<file path="config.mk">
export PLATFORM = sky130hd
export DESIGN_NAME = fwd_hazard_ctrl
export DESIGN_NICKNAME = d
export VERILOG_FILES = /design/src/rtl/fwd_hazard_ctrl.sv
export SDC_FILE = /design/constraint.sdc
export NUM_CORES = 1
export LEC_CHECK = 0
export ABC_CLOCK_PERIOD_IN_PS = 1900
export CORE_MARGIN = 2
export CORE_UTILIZATION = 40
export CTS_CLUSTER_DIAMETER = 200
export DETAILED_ROUTE_END_ITERATION = 8
export MAX_ROUTING_LAYER = met4
export PLACE_DENSITY_LB_ADDON = 0.05
export SETUP_SLACK_MARGIN = 0.2
export SLEW_MARGIN = 20
export SYNTH_ARGS = -nofsm -noshare
export SYNTH_HDL_FRONTEND = slang
export SYNTH_SLANG_ARGS = --single-unit
</file>
<file path="constraint.sdc">
create_clock -name clk -period 1.9 [get_ports clk]
set_input_delay 0.38 -clock clk [delete_from_list [all_inputs] [get_ports clk]]
set_output_delay 0.38 -clock clk [all_outputs]
set_load 0.02 [all_outputs]
</file>
<file path="src/rtl/fwd_hazard_ctrl.sv">
// -----------------------------------------------------------------------------
// fwd_hazard_ctrl
//
// Forwarding and hazard controller for a short in-order pipeline. A tag
// pipeline (OP -> EX -> DM) shadows the datapath, recording for every slot
// whether it holds an instruction, which register it writes and whether the
// result only appears at the DM stage (loads). From those tags the block:
//   - chooses the forwarding source of each operand of the issuing instruction,
//   - stalls one cycle on a load-use dependency,
//   - kills the OP and EX slots on a flush,
//   - drives the register-file write port for the DM-stage instruction,
//   - counts load-use stall cycles (saturating).
//
// Handshake: the decode stage offers an instruction with in_valid. It is
// taken at the rising edge where in_valid && in_ready; in_ready is low only
// during a load-use stall and does not depend on flush or rst. An instruction
// presented while flush or rst is high is dropped even if in_ready is high.
//
// Ports
//   clk, rst             clock; synchronous active-high reset
//   in_valid / in_ready  issue handshake (in_ready = !stall)
//   RA, RB               source registers of the issuing instruction
//   RW, wr_en, is_load   destination, write enable, load flag of the issuer
//   imm_sel_in           operand B is the immediate (RB ignored)
//   flush                kill the OP- and EX-stage instructions at this edge
//   mux_sel_A/B          registered operand selects: 00 RF, 01 ans_ex,
//                        10 ans_dm, 11 ans_wb
//   imm_sel              registered copy of imm_sel_in
//   RW_dm, wr_dm         register-file write address / enable (DM stage)
//   stall_cnt            saturating count of load-use stall cycles
//
// The WB stage carries no tag: nothing reads it. A result in WB at issue time
// has already been written back, and the instruction that is in DM before the
// issue edge (the one that will be in WB) is covered by the DM tag.
// -----------------------------------------------------------------------------
module fwd_hazard_ctrl #(
  parameter int CNT_W = 16
) (
  input  logic             clk,
  input  logic             rst,
  input  logic             in_valid,
  output logic             in_ready,
  input  logic [4:0]       RA,
  input  logic [4:0]       RB,
  input  logic [4:0]       RW,
  input  logic             wr_en,
  input  logic             is_load,
  input  logic             imm_sel_in,
  input  logic             flush,
  output logic [1:0]       mux_sel_A,
  output logic [1:0]       mux_sel_B,
  output logic             imm_sel,
  output logic [4:0]       RW_dm,
  output logic             wr_dm,
  output logic [CNT_W-1:0] stall_cnt
);

  localparam logic [1:0] SEL_RF = 2'b00;
  localparam logic [1:0] SEL_EX = 2'b01;
  localparam logic [1:0] SEL_DM = 2'b10;
  localparam logic [1:0] SEL_WB = 2'b11;

  // Stage tags. Only OP needs the load flag: a load is a hazard only while it
  // is one stage ahead of its consumer.
  logic       r_op_v, r_op_we, r_op_ld;
  logic [4:0] r_op_rw;
  logic       r_ex_v, r_ex_we;
  logic [4:0] r_ex_rw;
  logic       r_dm_v, r_dm_we;
  logic [4:0] r_dm_rw;

  logic [1:0]       r_sel_a;
  logic [1:0]       r_sel_b;
  logic             r_imm_sel;
  logic [CNT_W-1:0] r_stall_cnt;

  logic       w_op_prod, w_ex_prod, w_dm_prod;
  logic       w_ld_hit_a, w_ld_hit_b;
  logic       w_stall;
  logic       w_take;
  logic       w_issue;
  logic [1:0] w_sel_a_nxt, w_sel_b_nxt;
  logic       w_cnt_max;

  // Youngest producer wins: the OP-stage instruction will sit in EX when the
  // consumer reaches OP, the EX one in DM, the DM one in WB.
  function automatic logic [1:0] fwd_sel(
    input logic [4:0] src,
    input logic       op_prod, input logic [4:0] op_rw,
    input logic       ex_prod, input logic [4:0] ex_rw,
    input logic       dm_prod, input logic [4:0] dm_rw
  );
    logic [1:0] sel;
    sel = SEL_RF;
    if (src != 5'd0) begin
      if (op_prod && (op_rw == src))      sel = SEL_EX;
      else if (ex_prod && (ex_rw == src)) sel = SEL_DM;
      else if (dm_prod && (dm_rw == src)) sel = SEL_WB;
    end
    return sel;
  endfunction

  // A slot produces a forwardable result only if it really writes a
  // register other than r0.
  assign w_op_prod = r_op_v && r_op_we && (r_op_rw != 5'd0);
  assign w_ex_prod = r_ex_v && r_ex_we && (r_ex_rw != 5'd0);
  assign w_dm_prod = r_dm_v && r_dm_we && (r_dm_rw != 5'd0);

  // Load-use: the load in OP cannot forward in time for an instruction
  // entering OP right behind it. RB is irrelevant when B is the immediate.
  assign w_ld_hit_a = w_op_prod && r_op_ld && (RA != 5'd0) && (RA == r_op_rw);
  assign w_ld_hit_b = w_op_prod && r_op_ld && !imm_sel_in &&
                      (RB != 5'd0) && (RB == r_op_rw);
  assign w_stall    = in_valid && (w_ld_hit_a || w_ld_hit_b);
  assign in_ready   = !w_stall;

  // w_take: handshake completes; w_issue: it also survives a flush.
  assign w_take  = in_valid && !w_stall;
  assign w_issue = w_take && !flush;

  always_comb begin
    w_sel_a_nxt = SEL_RF;
    w_sel_b_nxt = SEL_RF;
    if (w_take) begin
      w_sel_a_nxt = fwd_sel(RA, w_op_prod, r_op_rw, w_ex_prod, r_ex_rw,
                            w_dm_prod, r_dm_rw);
      if (!imm_sel_in) begin
        w_sel_b_nxt = fwd_sel(RB, w_op_prod, r_op_rw, w_ex_prod, r_ex_rw,
                              w_dm_prod, r_dm_rw);
      end
    end
  end

  assign w_cnt_max = &r_stall_cnt;

  always_ff @(posedge clk) begin
    if (rst) begin
      r_op_v      <= 1'b0;
      r_op_we     <= 1'b0;
      r_op_ld     <= 1'b0;
      r_op_rw     <= 5'd0;
      r_ex_v      <= 1'b0;
      r_ex_we     <= 1'b0;
      r_ex_rw     <= 5'd0;
      r_dm_v      <= 1'b0;
      r_dm_we     <= 1'b0;
      r_dm_rw     <= 5'd0;
      r_sel_a     <= SEL_RF;
      r_sel_b     <= SEL_RF;
      r_imm_sel   <= 1'b0;
      r_stall_cnt <= '0;
    end else begin
      // DM takes whatever EX held, or a bubble when EX is being flushed.
      r_dm_v  <= r_ex_v && !flush;
      r_dm_we <= r_ex_we;
      r_dm_rw <= r_ex_rw;
      r_ex_v  <= r_op_v && !flush;
      r_ex_we <= r_op_we;
      r_ex_rw <= r_op_rw;
      // OP takes the new instruction or a bubble (stall, flush, no issue).
      r_op_v  <= w_issue;
      r_op_we <= w_issue && wr_en;
      r_op_ld <= w_issue && is_load;
      r_op_rw <= w_issue ? RW : 5'd0;

      r_sel_a   <= w_sel_a_nxt;
      r_sel_b   <= w_sel_b_nxt;
      r_imm_sel <= imm_sel_in;

      // A stall cycle that coincides with a flush is not a lost cycle: the
      // flush would have discarded the slot anyway.
      if (w_stall && !flush && !w_cnt_max) begin
        r_stall_cnt <= r_stall_cnt + 1'b1;
      end
    end
  end

  assign mux_sel_A = r_sel_a;
  assign mux_sel_B = r_sel_b;
  assign imm_sel   = r_imm_sel;
  assign stall_cnt = r_stall_cnt;
  assign RW_dm     = r_dm_rw;
  assign wr_dm     = r_dm_v && r_dm_we && (r_dm_rw != 5'd0);

endmodule

</file>
* After elaboration in Yosys (flattened, before gate mapping)
Index checks and enable logic that the tools add are counted.
** Storage, ports and cells
- Bits in registers :: 43
- Input port bits :: 22
- Output and inout port bits :: 28
- Word-level logic and storage cells :: 78
** Operators by class
- Add/subtract/negate cells :: 1
- Equal/unequal tests :: 8
- Mux-type cells :: 6
- Bitwise logic cells :: 4
- Reduce and logical (&&, ||, !) cells :: 43
** Operators by type and width (count)
- $eq 5x5->1 :: 8
- $logic_and 1x1->1 :: 27
- $reduce_bool 5->1 :: 5
- $add 16x1->16 const B :: 1
- $reduce_and 16->1 :: 1
- $mux 2 :: 4
- $reduce_or 4->1 :: 2
- $reduce_or 5->1 :: 1
- $logic_not 1->1 :: 4
- $not 1->1 :: 4
- $reduce_or 3->1 :: 1
- $mux 1 :: 2
- $reduce_or 2->1 :: 1
- $logic_or 1x1->1 :: 1

* Logic depth before layout (Yosys ltp)
Gate-level depths: netlist of run 1.
- Depth after elaboration :: 13
- Mapped depth :: 9
- Mapped depth without buffers :: 7

* Worst setup path after synthesis of run 1
No wires, ideal clock.
- Kind :: flip-flop to flip-flop
- From :: reg r_stall_cnt[0] (netlist: stall_cnt[0])
- To :: reg r_stall_cnt[14] (netlist: stall_cnt[14])
- Library setup time :: 71 ps
- Data arrival time :: 2041 ps
- Required time :: 1829 ps
- Slack :: -212 ps
- Stages on the path, launching flop included :: 8
- Period minus slack after synthesis :: 2112 ps
- Cell sequence :: dfxtp_1 -> ha_1 -> nand3_2 -> or2_1 -> nand4b_1 -> or3_1 -> or3_1 -> a21oi_1
** Between the ends
- Cells in the longest elaborated chain, start to end :: 3
- Elaborated cells between the ends (all ways) :: 4
** Ends and longest elaborated chain
- start: declaration :: RTL line 75 : logic [CNT_W-1:0] r_stall_cnt;
- start signal: assignment :: RTL line 173 : r_stall_cnt <= r_stall_cnt + 1'b1;
- branches (longest 3 deep; another with $add 16x1->16)
Several ways; the timed one is not identified.
A chain may end at the register's enable or synchronous reset.

* Worst setup path after layout of run 1
- From :: reg r_op_rw[1]
- To :: out in_ready
** Between the ends
- Cells in the longest elaborated chain, start to end :: 9
- Elaborated cells between the ends (all ways) :: 13
** Ends and longest elaborated chain
- start: declaration :: RTL line 66 : logic [4:0] r_op_rw;
- start signal: assignment :: RTL line 164 : r_op_rw <= w_issue ? RW : 5'd0;
- $reduce_bool 5->1 :: RTL line 105 : assign w_op_prod = r_op_v && r_op_we && (r_op_rw != 5'd0);
- $logic_and 1x1->1 :: RTL line 105
- $logic_and 1x1->1 :: RTL line 111, 112
- $logic_and 1x1->1 (2 in series) :: RTL line 112 : assign w_ld_hit_b = w_op_prod && r_op_ld && !imm_sel_in &&
- $logic_and 1x1->1 :: RTL line 113 : (RB != 5'd0) && (RB == r_op_rw);
- $logic_or 1x1->1 (*) :: RTL line 114 : assign w_stall = in_valid && (w_ld_hit_a || w_ld_hit_b);
- $logic_and 1x1->1 (*) :: RTL line 114
- $logic_not 1->1 (*) :: RTL line 115 : assign in_ready = !w_stall;
- end: declaration :: RTL line 42 : output logic in_ready,
Every way passes the cells marked *; elsewhere a longest branch is shown, timed or not.

==> impl_metrics.ini, run 1 <==
[critical_path]
required_ns = 1.52
critPathArrivalTime_ns = 1.74
path_delay_family = simple AND/OR/NAND/NOR gates
path_max_fanout = 2
critPathKind = reg2out
cp_slowest_cell = or4_4
end_kind = primary output
crit_chain = or4_4, o2111ai_4, o21ba_4, nand2_4, buf_6
worstSetupStartpointType = flip-flop
worst-path-buf-inv = 1
cpPeakStageDelay_ns = 0.55

[logic_synthesis]
synth.area.top_cells = dfxtp_1 (41%), xnor2_1 (9.3%), nor2b_1 (5.1%), xor2_1 (4.2%), a21oi_1 (3.1%)
syn_area_mm2 = 0.00208
synth-xor-area-share_pct = 13.5
syn-num-nets = 239
synth.ff_latch_count = 43
synth_cell_types = 44
synth_largest_area_cell = dfxtp_1
netlist_instances = 216
syn_avg_cell_area_um2 = 9.62
yosys.area_share.adder_pct = 0.602
yosysWarningCount = 0
async_flop_share_pct = 0
synth_compound_area_share_pct = 13.0
synthSimpleGateAreaFrac_pct = 28.1
seq_area_frac_synth_pct = 41.4
synthMuxAreaShare_pct = 1.20
synth-edff-count = 0
synth_top_family_by_area = simple AND/OR/NAND/NOR gates
yosysTopAreaCellShare_pct = 41.4
synth_top_flop_cell = dfxtp_1

[timing]
finalCritPeriodShare_pct = 112
finalHoldViolations = 0
fin_ws_ns = -0.224
finalSetupViolations = 24
rsz0062_at_grt = true
tightest_slew_ns = 0.406
fin_crit_ns = 2.12
maxSlewHeadroom_pct = 72.6
finClkSkew_ns = 0.00445
fmax_mhz = 471
hold_slack_ns = 0.473
finalMaxSlewViolations = 0

[route]
drt_iter0_drc = 101
ant_nets = 0
vias_per_cell = 4.89
drc = 0
wirelength_um = 5380
num_vias = 1959
routedWlPerCell_um = 13.4
first_pass_iters = 4

[floorplan]
dieHeight_um = 76.1
io_pins = 50
die_w_um = 76.1
initial_utilization_pct = 40.9
core.rowCount = 26
fp.coreArea_mm2 = 0.00507
dieArea_mm2 = 0.00579

[cts]
cts-htree-levels = 2
cts_tree = done
clk_latency_ns = 0.30
root_buffer = clkbuf_8
cts_inserted_buffers = 5
cts_hold_buf = 0
cts.sinks = 43
clk_pin_slew_ns = 0.09
clockBufferDepth = 2

[global_routing]
track_usage_pct = 19.1
grt_pass1_vias = 1850
grt_antenna_before_repair = 0
grt_max_degree = 33
grt_pass1_wl_um = 8650
overflow = 0

[placement]
port_buffers = 49
globalplace.congestion = 0.905
place_area_mm2 = 0.00304
hpwl_um = 3940

[finish]
drive_gt1_share_pct = 39.3
area_delta_synth_final_pct = 64.2
final_util_pct = 67.2
fin_nets = 353
diodes = 0
postLayoutCellArea_mm2 = 0.00341

[outcome]
violations = negative setup slack
status = complete, but fails checks

[hold_path]
min_path_type = reg2reg

[pwr]
p_per_area_mw_per_mm2 = 512
p_leak_nw = 1.39
max-vdd-ir-drop_v = 0.000531

[flow_run]
drv_cap = 0
-- final timing paths --
path,cells past startpoint,start,end,slack [ns]
worst max-delay path,5,r_op_rw[1],in_ready,-0.22
worst min-delay path,1,r_ex_we,r_dm_we,0.47
worst max register to register,10,r_op_rw[1],stall_cnt[0],-0.15
worst min register to register,1,r_ex_we,r_dm_we,0.47
-- worst reg2reg max path, cell delays in order, from the launching register on --
cell	delay [ns]
dfxtp_2	0.33
or4_4	0.55
o2111ai_4	0.21
buf_4	0.15
buf_6	0.08
nor2_2	0.05
o21ai_4	0.14
buf_6	0.18
buf_6	0.10
xor2_2	0.11
nor2_1	0.04
-- layout by cell type (no fill, tap or decap), types with 9 or more instances in the layout --
cell type	n
dlygate4sd2_1	20
buf_6	18
dfxtp_2	10
dfxtp_1	30
a21oi_1	10
xor2_1	9
xnor2_1	18
nor2b_1	17
buf_4	49
clkdlybuf4s50_1	17
-- cells in the mapped netlist, types with 2 or more instances --
| cell type | count |
|---|---|
| a21oi_1 | 13 |
| and2_1 | 8 |
| buf_6 | 2 |
| clkbuf_1 | 3 |
| dfxtp_1 | 43 |
| inv_1 | 3 |
| nand2_1 | 7 |
| nand3_1 | 9 |
| nand4_1 | 5 |
| nor2_1 | 5 |
| nor2_2 | 2 |
| nor2b_1 | 17 |
| nor3_1 | 5 |
| nor3b_1 | 2 |
| nor4_1 | 5 |
| o211ai_1 | 4 |
| o21ai_0 | 2 |
| o21ai_1 | 7 |
| o21ba_2 | 2 |
| o31ai_1 | 3 |
| or3_1 | 9 |
| or4_1 | 7 |
| or4_4 | 2 |
| xnor2_1 | 22 |
| xor2_1 | 10 |
-- cell type report --
cell class                      instances  area, um2
Tap cell                               70       87.6
Fill cell                             440       1670
Multi-Input combinational cell        165       1350
Clock inverter                          3       26.3
Inverter                                3       11.3
Timing Repair Buffer                  112        981
Sequential cell                        43        885
Clock buffer                            5       68.8
-- flip-flops by register name, summed over array words and instances, names as in the netlist, 2 cells and up --
register,flops
mux_sel_B,2
r_op_rw,5
mux_sel_A,2
r_ex_rw,5
stall_cnt,16
RW_dm,5
-- cell families after synthesis --
| group | count (synthesis) |
|---|---|
| AO/OA/AOI/OAI | 38 |
| flip-flops | 43 |
| XOR/XNOR | 32 |
| buffers and inverters | 8 |
| adder cells (fa/ha/maj) | 1 |
| AND/OR/NAND/NOR | 92 |
| multiplexers | 2 |
-- power by group --
| group | switching [W] | total [W] | internal, W |
|---|---|---|---|
| Sequential | 0.00000725 | 0.000914 | 0.000907 |
| Combinational | 0.0000965 | 0.000215 | 0.000118 |
| Clock | 0.000348 | 0.000618 | 0.000270 |
-- layer usage --
layer	global-route usage, %	routed length [um]	up-vias
met5	-	0	-
met2	30.5	2590	33
met1	24.5	2550	909
met4	5.27	40	0
met3	4.38	192	4
li1	-	-	1013
-- per-stage QoR --
stage | total power (W) | worst slack [ns] | setup TNS [ns] | std cells
after floorplan | 0.00102 | 0.000208 | 0 | 216
after global placement | 0.00114 | -0.971 | -16.76 | 381
after detailed placement | 0.00114 | -0.976 | -16.82 | 381
after CTS | 0.00176 | -0.241 | -1.43 | 399
after global routing | 0.00183 | -0.301 | -4.55 | 401
final | 0.00175 | -0.224 | -1.48 | 401
-- repair_timing --
action                                  CTS  global route
resized for setup                        92            21
pin swaps                                23             8
endpoints found under the setup margin   47            33
buffers inserted                         10             2
hold endpoints to repair                  0             0
Note: power is estimated with default switching activity, not from simulation.
==> inputs of run 2 (changes only) <==
- CAP_MARGIN: unset -> 20
- CELL_PAD_IN_SITES_DETAIL_PLACEMENT: unset -> 2
- CELL_PAD_IN_SITES_GLOBAL_PLACEMENT: unset -> 2
- CORE_UTILIZATION: 40 -> 27
- SETUP_SLACK_MARGIN: 0.2 -> 0.02
==> run 2 against run 1 <==
The flow still finishes with violations (negative setup slack). Setup slack got worse by 0.041 ns. Final cell count is 10% higher. Combinational power up 18%. Clock skew grew 0.0039 ns. Cell area rose by 6.2%. Largest cell class unchanged.
==> impl_metrics.ini, run 2 (synthesized netlist as in run 1, its figures left out) <==
[outcome]
status = complete, but fails checks
violations = negative setup slack

[pwr]
p_leak_nw = 1.42
max-vdd-ir-drop_v = 0.000331
p_per_area_mw_per_mm2 = 534

[hold_path]
hold_path_depth = 1
min-delay-start = r_ex_we
min_path_type = reg2reg

[timing]
tightest_slew_ns = 0.554
hold_slack_ns = 0.463
fmax_mhz = 462
finalHoldViolations = 0
finClkSkew_ns = 0.00835
rsz0062_at_grt = true
finalSetupViolations = 28
fin_crit_ns = 2.17
maxSlewHeadroom_pct = 62.6
finalMaxSlewViolations = 0
fin_ws_ns = -0.265
finalCritPeriodShare_pct = 114

[global_routing]
busiest_layer = met2
use_met2_pct = 37.3
grt_pass1_wl_um = 13300
grt_pass1_vias = 2360
grt_antenna_before_repair = 0
grtUsageMet1_pct = 26.1
use_met3_pct = 2.79
grt_max_degree = 33
overflow = 0
track_usage_pct = 21.1

[critical_path]
cp_slowest_cell = or4_4
worstSetupStartpointType = flip-flop
crit_cells = 5
critPathArrivalTime_ns = 1.79
required_ns = 1.52
endpoint = in_ready
r2r_setup_slack_ns = -0.25
worstSetupStartpoint = r_op_rw[4]
worst-path-buf-inv = 1
crit_chain = or4_4, o2111ai_4, o21ba_4, nand2_4, buf_6
r2r_cells = 9
cpPeakStageDelay_ns = 0.56
rr_endpoint = stall_cnt[1]
end_kind = primary output
path_max_fanout = 2
r2r_start = r_op_rw[4]
path_delay_family = simple AND/OR/NAND/NOR gates
critPathKind = reg2out

[finish]
ff_latch_area_um2 = 885
fin_nets = 366
drive_gt1_share_pct = 41.6
final_common_cell = buf_4
multiInputGateArea_mm2 = 0.00138
fill_cells = 775
postLayoutCellArea_mm2 = 0.00362
layout_common_cells = buf_4 (67), clkdlybuf4s50_1 (34), dfxtp_1 (30)
area_delta_synth_final_pct = 74.3
largest_reg_flops = 16
diodes = 0

[route]
vias_per_cell = 4.90
ant_nets = 0
num_vias = 2172
drt_iter0_drc = 63
wirelength_um = 8630
drc = 0
first_pass_iters = 4
routedWlPerCell_um = 19.5

[cts]
cts_tree = done
clockBufferDepth = 2
clk_latency_ns = 0.30
cts.sinks = 43
cts-htree-levels = 2
cts_inserted_buffers = 5
clk_pin_slew_ns = 0.09
root_buffer = clkbuf_8

[floorplan]
dieArea_mm2 = 0.00841
io_pins = 50
initial_utilization_pct = 28.2
core.rowCount = 31
dieHeight_um = 91.7
die_w_um = 91.7
fp.coreArea_mm2 = 0.00737

[placement]
hpwl_um = 5730
globalplace.congestion = 0.826
place_area_mm2 = 0.00315
port_buffers = 49

[flow_run]
drv_cap = 0
## run 2: cell count changes in the layout (fill, tap and decap cells not counted), sizes merged
cell / delta
clkdlybuf4s50: +17
dlygate4sd2: -15
buf: +7
clkdlybuf4s15: +3
inv: -2
bufinv: +1
clkbuf: +1
dlymetal6s2s: +1
## run 2: report_power, final
part           switching (W)  total, W  internal (W)
Sequential        0.00000800  0.000915      0.000907
Combinational       0.000124  0.000253      0.000130
Clock               0.000338  0.000764      0.000426
Total               0.000470   0.00193       0.00146
## run 2: what timing repair did
| action | CTS | global route |
|---|---|---|
| buffers inserted | 16 | 7 |
| setup endpoints to repair | 30 | 31 |
| hold buffers | 0 | 0 |
| resized for setup | 63 | 22 |
| pin swaps | 24 | 12 |
## run 2: area by class of cell
cell class	count	share of cell area, %
Multi-Input combinational cell	165	38.2
Timing Repair Buffer	125	30.3
Sequential cell	43	24.4
Tap cell	99	3.42
Clock buffer	6	2.28
Clock inverter	2	0.968
Inverter	3	0.311
## run 2: worst register-to-register path: stages, from the launching register on
cell and delay, ns:
dfxtp_2 0.33, or4_4 0.56, o2111ai_4 0.25, buf_4 0.15, buf_6 0.11, nor2_4 0.05, o21ai_4 0.18, buf_6 0.18
mux2i_1 0.18, nor2_1 0.05
## run 2: layer usage
layer,vias up,wire [um],share of wire [%]
li1,1025,-,-
met1,1089,3700,43
met2,43,4430,51
met3,15,278,3.2
met4,0,219,2.5
met5,-,0,0
## run 2: stage by stage
stage / TNS [ns] / setup WS [ns] / total power (W) / instances / utilization, %
after global placement: -17.55 / -0.984 / 0.00114 / 420 / 42.8
final: -4.53 / -0.265 / 0.00193 / 443 / 49.1
after CTS: -4.42 / -0.273 / 0.00195 / 439 / 47.7
after floorplan: -0.00107 / -0.00107 / 0.00102 / 216 / -
after detailed placement: -18.90 / -1.00 / 0.00115 / 420 / 42.8
after global routing: -6.95 / -0.347 / 0.00202 / 443 / 49.1
## run 2: worst min-delay path by stage
stage                     endpoint  slack [ns]
after global routing       r_dm_we        0.50
final                      r_dm_we        0.46
after floorplan            r_dm_we        0.44
after global placement     r_dm_we        0.45
after detailed placement   r_dm_we        0.46
after CTS                  r_dm_we        0.47
==> inputs of run 3 (changes only) <==
--- a/config.mk
+++ b/config.mk
@@ -14,4 +14,5 @@
 export CTS_CLUSTER_DIAMETER = 200
 export DETAILED_ROUTE_END_ITERATION = 8
+export GPL_TIMING_DRIVEN = 0
 export MAX_ROUTING_LAYER = met4
 export PLACE_DENSITY_LB_ADDON = 0.05
==> constraint.sdc (replaced) <==
create_clock -name clk -period 1.9 [get_ports clk]
set_input_delay 0.475 -clock clk [delete_from_list [all_inputs] [get_ports clk]]
set_output_delay 0.475 -clock clk [all_outputs]
set_load 0.02 [all_outputs]
==> run 3 against run 2 <==
The flow still finishes with violations (negative setup slack). Sequential power about the same. Critical path depth rose by 2. Count of clock-buffer cells in the layout did not move. Clock power down 18%. Die area did not move. Hold slack improved by 0.031 ns. Final cell count is 9.5% lower. Critical endpoint unchanged. Largest cell class unchanged. Highest routed layer unchanged.
==> impl_metrics.ini, run 3 (synthesized netlist as in run 1, its figures left out) <==
[hold_path]
min_path_type = reg2reg
hold_path_depth = 1

[pwr]
sw_frac_of_total_pct = 25.3
intPower_w = 0.00129
seqPwrFrac_pct = 53.0
max-vdd-ir-drop_v = 0.000308
p_sw_w = 0.000436
p_clk_share_pct = 36.6
p_per_area_mw_per_mm2 = 534
pwr-share-comb_pct = 10.5
p_leak_nw = 1.21

[cts]
cts.sinks = 43
root_buffer = clkbuf_8
clk_latency_ns = 0.29
cts_tree = done
clk_pin_slew_ns = 0.08
cts_inserted_buffers = 5
clockBufferDepth = 2
cts-htree-levels = 2

[critical_path]
path_max_fanout = 4
end_kind = primary output
required_ns = 1.42
worstSetupStartpointType = primary input
r2r_cells = 10
critPathKind = in2out
critPathArrivalTime_ns = 1.78

[finish]
area_delta_synth_final_pct = 55.5
postLayoutCellArea_mm2 = 0.00323
diodes = 0
fin_nets = 324
drive_gt1_share_pct = 33.4
final_cells = 401
largest_reg_flops = 16
layout_common_cells = dfxtp_1 (28), clkdlybuf4s50_1 (28), buf_4 (24)
final_util_pct = 43.8

[timing]
rsz0062_at_grt = true
fmax_mhz = 443
fin_ws_ns = -0.359
maxSlewHeadroom_pct = 58.9
hold_slack_ns = 0.494
finalCritPeriodShare_pct = 119
fin_crit_ns = 2.26
finalSetupViolations = 26
finalMaxSlewViolations = 0
finClkSkew_ns = 0.00441
finalHoldViolations = 0
tightest_slew_ns = 0.610

[route]
num_vias = 1964
wirelength_um = 6880
ant_nets = 0
first_pass_iters = 4
drc = 0
drt_iter0_drc = 24
vias_per_cell = 4.90
routedWlPerCell_um = 17.2

[placement]
placedCellCount = 364
hpwl_um = 4780
globalplace.congestion = 0.763
place_area_mm2 = 0.00277
dpl_worst_slack_ns = -1.38
port_buffers = 49

[global_routing]
grt_antenna_before_repair = 0
grt_pass1_vias = 1970
overflow = 0
grt_max_degree = 15
grt_pass1_wl_um = 10500
track_usage_pct = 16.3

[outcome]
status = complete, but fails checks
violations = negative setup slack

[floorplan]
io_pins = 50
core.rowCount = 31
initial_utilization_pct = 28.2
dieHeight_um = 91.7
die_w_um = 91.7
dieArea_mm2 = 0.00841
fp.coreArea_mm2 = 0.00737

[flow_run]
drv_cap = 0
## run 3: cell count changes in the layout (fill, tap and decap cells not counted), moves of 5 or more
cell	change
clkdlybuf4s15_1	-5
buf_4	-43
buf_2	+6
clkdlybuf4s50_1	-6
## run 3: final timing paths
check	from	end	slack (ns)
worst max-delay path	RB[2]	in_ready	-0.36
worst min-delay path	r_ex_we	r_dm_we	0.49
worst max register to register	r_op_rw[3]	stall_cnt[5]	-0.34
worst min register to register	r_ex_we	r_dm_we	0.49
## run 3: through the flow
step                      setup TNS (ns)  total power [W]
final                              -5.18          0.00172
after global routing               -7.41          0.00181
after CTS                          -5.00          0.00176
after detailed placement          -24.13          0.00111
after global placement            -23.54          0.00111
after floorplan                   -0.498          0.00102
## run 3: repair_timing
item                                    4_1_cts  5_1_grt
endpoints found under the setup margin       31       34
buffers inserted                             19       11
cloned                                        0        1
pin swaps                                    16       15
hold buffers                                  0        0
gates resized for setup                      74       24
endpoints found under the hold margin         0        0
## run 3: layer usage
| layer | GRT usage [%] | up-vias | routed length [um] |
|---|---|---|---|
| met5 | - | - | 0 |
| met4 | 4.10 | 0 | 63 |
| met3 | 2.47 | 4 | 187 |
| met2 | 25.5 | 37 | 3400 |
| met1 | 22.2 | 981 | 3230 |
| li1 | - | 942 | - |
## run 3: cell type report
| cell class | count | area (um2) |
|---|---|---|
| Multi-Input combinational cell | 165 | 1330 |
| Clock buffer | 6 | 82.6 |
| Fill cell | 787 | 4140 |
| Timing Repair Buffer | 78 | 728 |
| Sequential cell | 43 | 897 |
| Inverter | 3 | 11.3 |
| Clock inverter | 2 | 16.3 |
| Buffer | 5 | 42.5 |
| Tap cell | 99 | 124 |
## run 3: power groups by stage
| stage | Combinational, W | Sequential, W | Clock, W |
|---|---|---|---|
| 6_report | 0.000181 | 0.000913 | 0.000630 |
| 5_1_grt | 0.000195 | 0.000915 | 0.000702 |
| 4_1_cts | 0.000175 | 0.000915 | 0.000668 |
| 3_5_place_dp | 0.000171 | 0.000941 | 0 |
| 3_3_place_gp | 0.000169 | 0.000940 | 0 |
| 2_1_floorplan | 0.0000789 | 0.000940 | 0 |
## run 3: critical path, cell delays in order
cell and delay (ns):
buf_2 0.15, or4_4 0.54, o21bai_4 0.18, nor3_4 0.07, o21ba_4 0.21, nand2_4 0.05, buf_6 0.11
